==> config.mk <==
export PLATFORM = sky130hd
export DESIGN_NAME = fpu_sqrt_sched_flat
export DESIGN_NICKNAME = d
export VERILOG_FILES = /design/src/rtl/fpu_sqrt_sched_if.sv /design/src/rtl/fpu_sqrt_sched.sv /design/src/flat_wrapper.sv
export SDC_FILE = /design/constraint.sdc
export NUM_CORES = 1
export LEC_CHECK = 0
export ABC_AREA = 1
export BUFFER_PORTS_ARGS = -buffer_cell sky130_fd_sc_hd__buf_2
export CAP_MARGIN = 10
export CORE_MARGIN = 2
export CORE_UTILIZATION = 55
export DETAILED_ROUTE_END_ITERATION = 10
export PLACE_DENSITY = 0.82
export SLEW_MARGIN = 15
export SYNTH_ARGS = -nofsm -noshare
export SYNTH_HDL_FRONTEND = slang
export SYNTH_SLANG_ARGS = --single-unit
==> constraint.sdc <==
create_clock -name clk -period 5.6 [get_ports clk]
set_clock_uncertainty 0.15 [all_clocks]
set_input_delay 0.56 -clock clk [delete_from_list [all_inputs] [get_ports clk]]
set_output_delay 0.56 -clock clk [all_outputs]
set_load 0.1 [all_outputs]
==> src/rtl/fpu_sqrt_sched_if.sv <==
// fpu_sqrt_sched_if: requester and response handshakes of the shared sqrt scheduler
// master: drives req*_valid/x/tag and resp_ready; slave: drives req*_ready and resp_*
interface fpu_sqrt_sched_if #(parameter int TAGW = 4);
  logic            req0_valid;
  logic            req0_ready;
  logic [31:0]     req0_x;
  logic [TAGW-1:0] req0_tag;
  logic            req1_valid;
  logic            req1_ready;
  logic [31:0]     req1_x;
  logic [TAGW-1:0] req1_tag;
  logic            resp_valid;
  logic            resp_ready;
  logic [31:0]     resp_y;
  logic [TAGW-1:0] resp_tag;
  logic            resp_src;
  modport master (
    output req0_valid, req0_x, req0_tag, req1_valid, req1_x, req1_tag, resp_ready,
    input  req0_ready, req1_ready, resp_valid, resp_y, resp_tag, resp_src
  );
  modport slave (
    input  req0_valid, req0_x, req0_tag, req1_valid, req1_x, req1_tag, resp_ready,
    output req0_ready, req1_ready, resp_valid, resp_y, resp_tag, resp_src
  );
endinterface

==> src/rtl/fpu_sqrt_sched.sv <==
// fpu_sqrt_sched: round-robin sharing of a fixed-latency sqrt unit with in-order credit-gated response FIFO
// clk/rstn: clock, sync active-low reset; i_flush: drop in-flight and buffered ops
// o_sq_x/i_sq_y: sqrt unit operand/result; o_busy: anything in flight or buffered
// bus: two requester handshakes and the show-ahead response handshake
module fpu_sqrt_sched #(
  parameter int LAT   = 5,
  parameter int DEPTH = 4,
  parameter int TAGW  = 4
) (
  input  logic        clk,
  input  logic        rstn,
  input  logic        i_flush,
  output logic [31:0] o_sq_x,
  input  logic [31:0] i_sq_y,
  output logic        o_busy,
  fpu_sqrt_sched_if.slave bus
);
  localparam int AW = $clog2(DEPTH);
  localparam int CW = $clog2(DEPTH + LAT + 1);
  typedef struct packed {
    logic [31:0]     y;
    logic [TAGW-1:0] tag;
    logic            src;
  } ent_t;
  logic            r_last;
  logic [LAT-1:0]  r_v;
  logic [LAT-1:0]  r_src;
  logic [TAGW-1:0] r_tag [LAT];
  logic [CW-1:0]   r_icnt;
  logic [CW-1:0]   r_fcnt;
  logic [AW-1:0]   r_wp;
  logic [AW-1:0]   r_rp;
  ent_t            r_mem [DEPTH];
  logic            w_ok;
  logic            w_sel;
  logic            w_acc;
  logic            w_cap;
  logic            w_pop;
  logic [TAGW-1:0] w_tag;
  // credit counts the buffered and in-flight results from registered state only
  always_comb begin
    w_ok  = (r_icnt + r_fcnt) < CW'(DEPTH);
    w_sel = (bus.req0_valid & bus.req1_valid) ? ~r_last : bus.req1_valid;
    w_acc = (bus.req0_valid | bus.req1_valid) & w_ok & ~i_flush;
    w_tag = w_sel ? bus.req1_tag : bus.req0_tag;
    w_cap = r_v[LAT-1];
    w_pop = (r_fcnt != '0) & bus.resp_ready;
    bus.req0_ready = w_ok & ~i_flush & bus.req0_valid & ~w_sel;
    bus.req1_ready = w_ok & ~i_flush & bus.req1_valid & w_sel;
    o_sq_x = w_acc ? (w_sel ? bus.req1_x : bus.req0_x) : '0;
    bus.resp_valid = r_fcnt != '0;
    {bus.resp_y, bus.resp_tag, bus.resp_src} = r_mem[r_rp];
    o_busy = (r_icnt != '0) | (r_fcnt != '0);
  end
  always_ff @(posedge clk) begin
    if (!rstn || i_flush) begin
      r_v    <= '0;
      r_icnt <= '0;
      r_fcnt <= '0;
      r_wp   <= '0;
      r_rp   <= '0;
    end else begin
      r_v    <= {r_v[LAT-2:0], w_acc};
      r_icnt <= r_icnt + CW'(w_acc) - CW'(w_cap);
      r_fcnt <= r_fcnt + CW'(w_cap) - CW'(w_pop);
      if (w_cap) r_wp <= r_wp + AW'(1);
      if (w_pop) r_rp <= r_rp + AW'(1);
    end
    // r_last=1 gives requester 0 priority on the next contended cycle
    if (!rstn) r_last <= 1'b1;
    else if (w_acc) r_last <= w_sel;
  end
  // payload paths need no reset: only the valid bits and pointers qualify them
  always_ff @(posedge clk) begin
    r_tag[0] <= w_tag;
    for (int i = 1; i < LAT; i++) r_tag[i] <= r_tag[i-1];
    r_src <= {r_src[LAT-2:0], w_sel};
    if (w_cap) r_mem[r_wp] <= {i_sq_y, r_tag[LAT-1], r_src[LAT-1]};
  end
endmodule

==> src/flat_wrapper.sv <==
// flat-port wrapper written by rule: the top's interface ports become plain ports
module fpu_sqrt_sched_flat 
#(
  parameter int LAT   = 5,
  parameter int DEPTH = 4,
  parameter int TAGW  = 4
)
  (clk, rstn, i_flush, o_sq_x, i_sq_y, o_busy, bus_req0_valid, bus_req0_x, bus_req0_tag, bus_req1_valid, bus_req1_x, bus_req1_tag, bus_resp_ready, bus_req0_ready, bus_req1_ready, bus_resp_valid, bus_resp_y, bus_resp_tag, bus_resp_src);
  fpu_sqrt_sched_if #(.TAGW(TAGW)) bus_i ();
  input  logic clk;
  input  logic rstn;
  input  logic i_flush;
  output logic [31:0] o_sq_x;
  input  logic [31:0] i_sq_y;
  output logic o_busy;
  input wire logic [$bits(bus_i.req0_valid)-1:0] bus_req0_valid;
  input wire logic [$bits(bus_i.req0_x)-1:0] bus_req0_x;
  input wire logic [$bits(bus_i.req0_tag)-1:0] bus_req0_tag;
  input wire logic [$bits(bus_i.req1_valid)-1:0] bus_req1_valid;
  input wire logic [$bits(bus_i.req1_x)-1:0] bus_req1_x;
  input wire logic [$bits(bus_i.req1_tag)-1:0] bus_req1_tag;
  input wire logic [$bits(bus_i.resp_ready)-1:0] bus_resp_ready;
  output wire logic [$bits(bus_i.req0_ready)-1:0] bus_req0_ready;
  output wire logic [$bits(bus_i.req1_ready)-1:0] bus_req1_ready;
  output wire logic [$bits(bus_i.resp_valid)-1:0] bus_resp_valid;
  output wire logic [$bits(bus_i.resp_y)-1:0] bus_resp_y;
  output wire logic [$bits(bus_i.resp_tag)-1:0] bus_resp_tag;
  output wire logic [$bits(bus_i.resp_src)-1:0] bus_resp_src;
  assign bus_i.req0_valid = bus_req0_valid;
  assign bus_i.req0_x = bus_req0_x;
  assign bus_i.req0_tag = bus_req0_tag;
  assign bus_i.req1_valid = bus_req1_valid;
  assign bus_i.req1_x = bus_req1_x;
  assign bus_i.req1_tag = bus_req1_tag;
  assign bus_i.resp_ready = bus_resp_ready;
  assign bus_req0_ready = bus_i.req0_ready;
  assign bus_req1_ready = bus_i.req1_ready;
  assign bus_resp_valid = bus_i.resp_valid;
  assign bus_resp_y = bus_i.resp_y;
  assign bus_resp_tag = bus_i.resp_tag;
  assign bus_resp_src = bus_i.resp_src;
  fpu_sqrt_sched #(.LAT(LAT), .DEPTH(DEPTH), .TAGW(TAGW)) u_core (.clk(clk), .rstn(rstn), .i_flush(i_flush), .o_sq_x(o_sq_x), .i_sq_y(i_sq_y), .o_busy(o_busy), .bus(bus_i));
endmodule
Yosys cells after proc, flatten, opt, wreduce, memory -nomap -nowiden:

Memories as Yosys holds them, arrays and structs flattened. A register that Yosys moved wholly into a read port is not among the register bits.
Cells that the tools add are included.
Widths: inputs -> output; s select.

* memory bits (writable): 168
* bits in read-only memories: 0
* register bits: 23
* bits of input ports: 110
* bits in latches: 0
* memories: 2
* logic and storage cells: 43

* divide/modulo/power cells: 0
* reduce and logical (&&, ||, !) cells: 4
* $add $sub $neg: 7
* bitwise operators: 14
* shift operators: 0
* mux-type cells: 8
* order comparisons: 1
* equality and inequality tests: 0
* multipliers: 0

Memory list
* u_core.r_mem: words 4, width 37, read ports 1, clocked after memory_dff 1, wr ports 1, RTL line fpu_sqrt_sched.sv:33 `ent_t r_mem [DEPTH];`
* u_core.r_tag: words 5, width 4, read ports 5, clocked after memory_dff 0, wr ports 5, RTL line fpu_sqrt_sched.sv:28 `logic [TAGW-1:0] r_tag [LAT];`

Operators by type and width (count)
* $mux 32: 2
* $and 1x1->1: 9
* $add 4x1->4: 2
* $reduce_bool 4->1: 2
* $sub 4x1->4: 2
* $add 2x1->2 const B: 2
* $add 4x4->4: 1
* $lt 4x3->1 const B: 1
* $mux 2: 2
* $mux 4: 1
* $mux 1: 3
* $not 1->1: 3
* $or 1x1->1: 2
* $logic_not 1->1: 1
* $logic_or 1x1->1: 1

Depth between registers and ports, before layout:

* depth after elaboration: 6
* depth in mapped cells: 15
* mapped depth without buffers: 14

Least setup slack after synthesis:

No wires, ideal clock.

* path type: flip-flop to output port
* from: register u_core.r_fcnt[1]
* to: output o_sq_x[0]
* setup slack: 2.282 ns
* stages on the path, launching flop included: 9
* arrival time: 2.608 ns
* cell sequence: dfxtp_1 > ha_1 > nand3_1 > nand2_1 > nand2_1 > nand2_1 > nor2_4 > nand3_4 > a21oi_1

* word-level cells in the longest chain between the ends: 5

RTL lines
* start, declared: RTL line fpu_sqrt_sched.sv:30 `logic [CW-1:0] r_fcnt;`
* start signal, assigned: RTL line fpu_sqrt_sched.sv:65 `r_fcnt <= r_fcnt + CW'(w_cap) - CW'(w_pop);`
* $add 4x4->4: RTL line fpu_sqrt_sched.sv:42 `w_ok = (r_icnt + r_fcnt) < CW'(DEPTH);`
* $lt 4x3->1: RTL line fpu_sqrt_sched.sv:42
* $and 1x1->1 (2 in series): RTL line fpu_sqrt_sched.sv:44 `w_acc = (bus.req0_valid | bus.req1_valid) & w_ok & ~i_flush;`
* $mux 32: RTL line fpu_sqrt_sched.sv:50 `o_sq_x = w_acc ? (w_sel ? bus.req1_x : bus.req0_x) : '0;`
* end, declared: RTL line flat_wrapper.sv:13 `output logic [31:0] o_sq_x;`

No other way between the ends.

==> run metrics <==
WP data required 4.89 ns; CTS sink cnt 193; die area 15000 µm²; power per standard cell area 404 nW/µm²; num rows 43; via count 5377; starting density of the core 55.9%; Cell variety after synth 27; Clock Pin Slew Worst Setup and Hold Paths 0.07 ns; die width 122 µm; Arr. time, crit path 3.28 ns; Post-Synth XOR/XNOR Area 0.228%; sequential area share after synthesis 69.4%; Ys Warns 0; WS Path Type register to output pin; simple-gate portion of the synthesized area 11.1%; CP Launch Type register; most common cell after layout, fill and taps aside buf_2; reg-to-reg startpoint u_core.r_fcnt[1]; GRT Resource Usage Total 22.4%; RSZ-0062 raised after global routing false; placed cells 981; Tightest Pin Transition 0.959 ns; # nets final 948; Post-Synth Adder-Cell Area 3.12%; drt via density 5.31; Post-Route WL 16.5 mm; Root Buffer clkbuf_16; drt wl/cell 16.3 µm; leak pwr 3.71 nW; share of layout cells above drive strength 1 31.1%; ANT cells 0; Hold Crit Start bus_req1_tag[1]; Max-Cap Viols 0; slowest CP cell clkinv_2; H-tree depth 4; Final GP Congestion 0.869; Max Slew Vio Count 0; area delta synth->final 20.7%; antenna violations before repair 0; CP max FO 75; number of iterations in the first detailed-routing pass 5; CTS resizes 0; run status completed; Clock Tree Buf Depth 2; Setup Viol. Count Final 0; Yosys reg bits 193; first-pass GRT wire length 24.9 mm; Slew headroom 36.1%; io pins 183; Critical Path End Type output pin; worst IR drop on VDD 0.349 mV; Achievable Freq 0.251 GHz; largest family of logic cells by synthesized area compound AO/OA/AOI/OAI gates; vias in the first global route 5240; Port Buffers 182; Syn Inst Count 650; largest net degree at the start of global routing 76; final HPWL from detailed placement 10.5 mm; post-route clock period utilization 71.3%; most frequent cells in the layout buf_2 (182), edfxtp_1 (148), nand2_1 (100); insertion delay to the later sink of the worst-skew pair 0.43 ns; overall die height 122 µm; Non-Filler Instances 1013; TNS Setup 0 ns; Post-DRT Antenna Nets 0; GR Overflow Total 0; number of setup buffers added after CTS 0; hold crit path type input port to register; CORE AREA 13800 µm²; Period minus WS final 3.99 ns; Hold Vio Cnt, Final 0; CP cell instances buf_4, clkinv_2, o21ai_0, o22ai_1, buf_2; Hold Buf Count CTS 0; mux cell area share after synthesis 0%; Cell Area, Synth 7700 µm²; Avg Cell Area, Syn 11.8 µm²; TritonCTS clock tree done; total CTS buffers 17; fill cell count 1034; max incr delay on CP 0.96 ns; Compound-Gate Fraction of Synth Area 11.8%; initial DRC count 336; syn_nets 778; Residual DRC 0
==> worst paths after layout <==
path / end / slack (ns) / cells after the start
worst min-delay path: u_core.r_tag[0][1] / 0.17 / 3
worst min register to register: u_core.r_tag[0][11] / 0.17 / 0
worst max register to register: u_core.r_icnt[2] / 2.72 / 13
worst max-delay path: bus_resp_y[7] / 1.61 / 5
==> cells by family after synthesis <==
family,Yosys count
fa+ha+maj,18
xor+xnor,2
buf+inv,76
flops,193
compound gates,150
simple gates,211
==> power breakdown <==
group,switching (mW),internal [mW],leakage [nW]
Sequential,0.0138,1.57,1.70
Clock,0.511,0.709,0.282
Combinational,0.788,0.166,1.72
==> cells in the mapped netlist, drive strengths merged <==
master	number	area share, %
edfxtp	148	58
nand2	102	5.0
nor2	92	4.6
o21ai	74	4.8
dfxtp	45	12
inv	42	2.0
a21oi	38	3.8
o22ai	37	3.0
clkbuf	19	0.94
ha	16	2.6
buf	15	1.3
nand3	10	0.81
nor3b	5	0.49
fa	2	0.52
xor2	2	0.23
a211oi	1	0.098
nand4	1	0.081
or2	1	0.081
==> sequential cells by signal, summed over array words and instances, names as in the netlist, named ones only <==
register       cells
u_core.r_fcnt      4
u_core.r_icnt      4
u_core.r_last      1
u_core.r_mem     148
u_core.r_rp        2
u_core.r_src       5
u_core.r_tag      20
u_core.r_v         5
u_core.r_wp        2
==> critical path: cells and delay by family (launching register included) <==
kind | cells | cell delay, ns
buffers and inverters | 3 | 1.82
AO/OA/AOI/OAI | 2 | 0.64
flip-flops | 1 | 0.31
==> layer usage <==
metal  wire [µm]  GRT usage [%]  share of wire, %  up-vias
li1            -              -                 -     2601
met1        6180           24.0                38     2534
met2        8810           41.4                53      222
met3        1010           5.58               6.1       20
met4         476           10.5               2.9        0
met5           0              0                 0        -
==> layout make-up <==
class	instances	area [µm²]	area share [%]
Tap cell	180	225	2.42
Sequential cell	193	5350	57.5
Clock buffer	18	429	4.62
Timing Repair Buffer	185	933	10.0
Inverter	42	159	1.71
Multi-Input combinational cell	381	2020	21.7
Clock inverter	14	180	1.94
==> stage by stage <==
step	power (mW)	instance area, µm²	utilization [%]	hold WS [ns]	worst slack (ns)
global placement	2.55	8680	63.0	0.160	2.38
floorplan	2.41	7700	-	0.160	2.28
detailed placement	2.57	8680	63.0	0.162	2.36
finish	3.76	9290	67.5	0.170	1.61
global route	3.89	9290	67.5	0.152	1.33
CTS	3.77	9290	67.5	0.153	1.95
No activity file was read; power rests on OpenSTA's default activity.
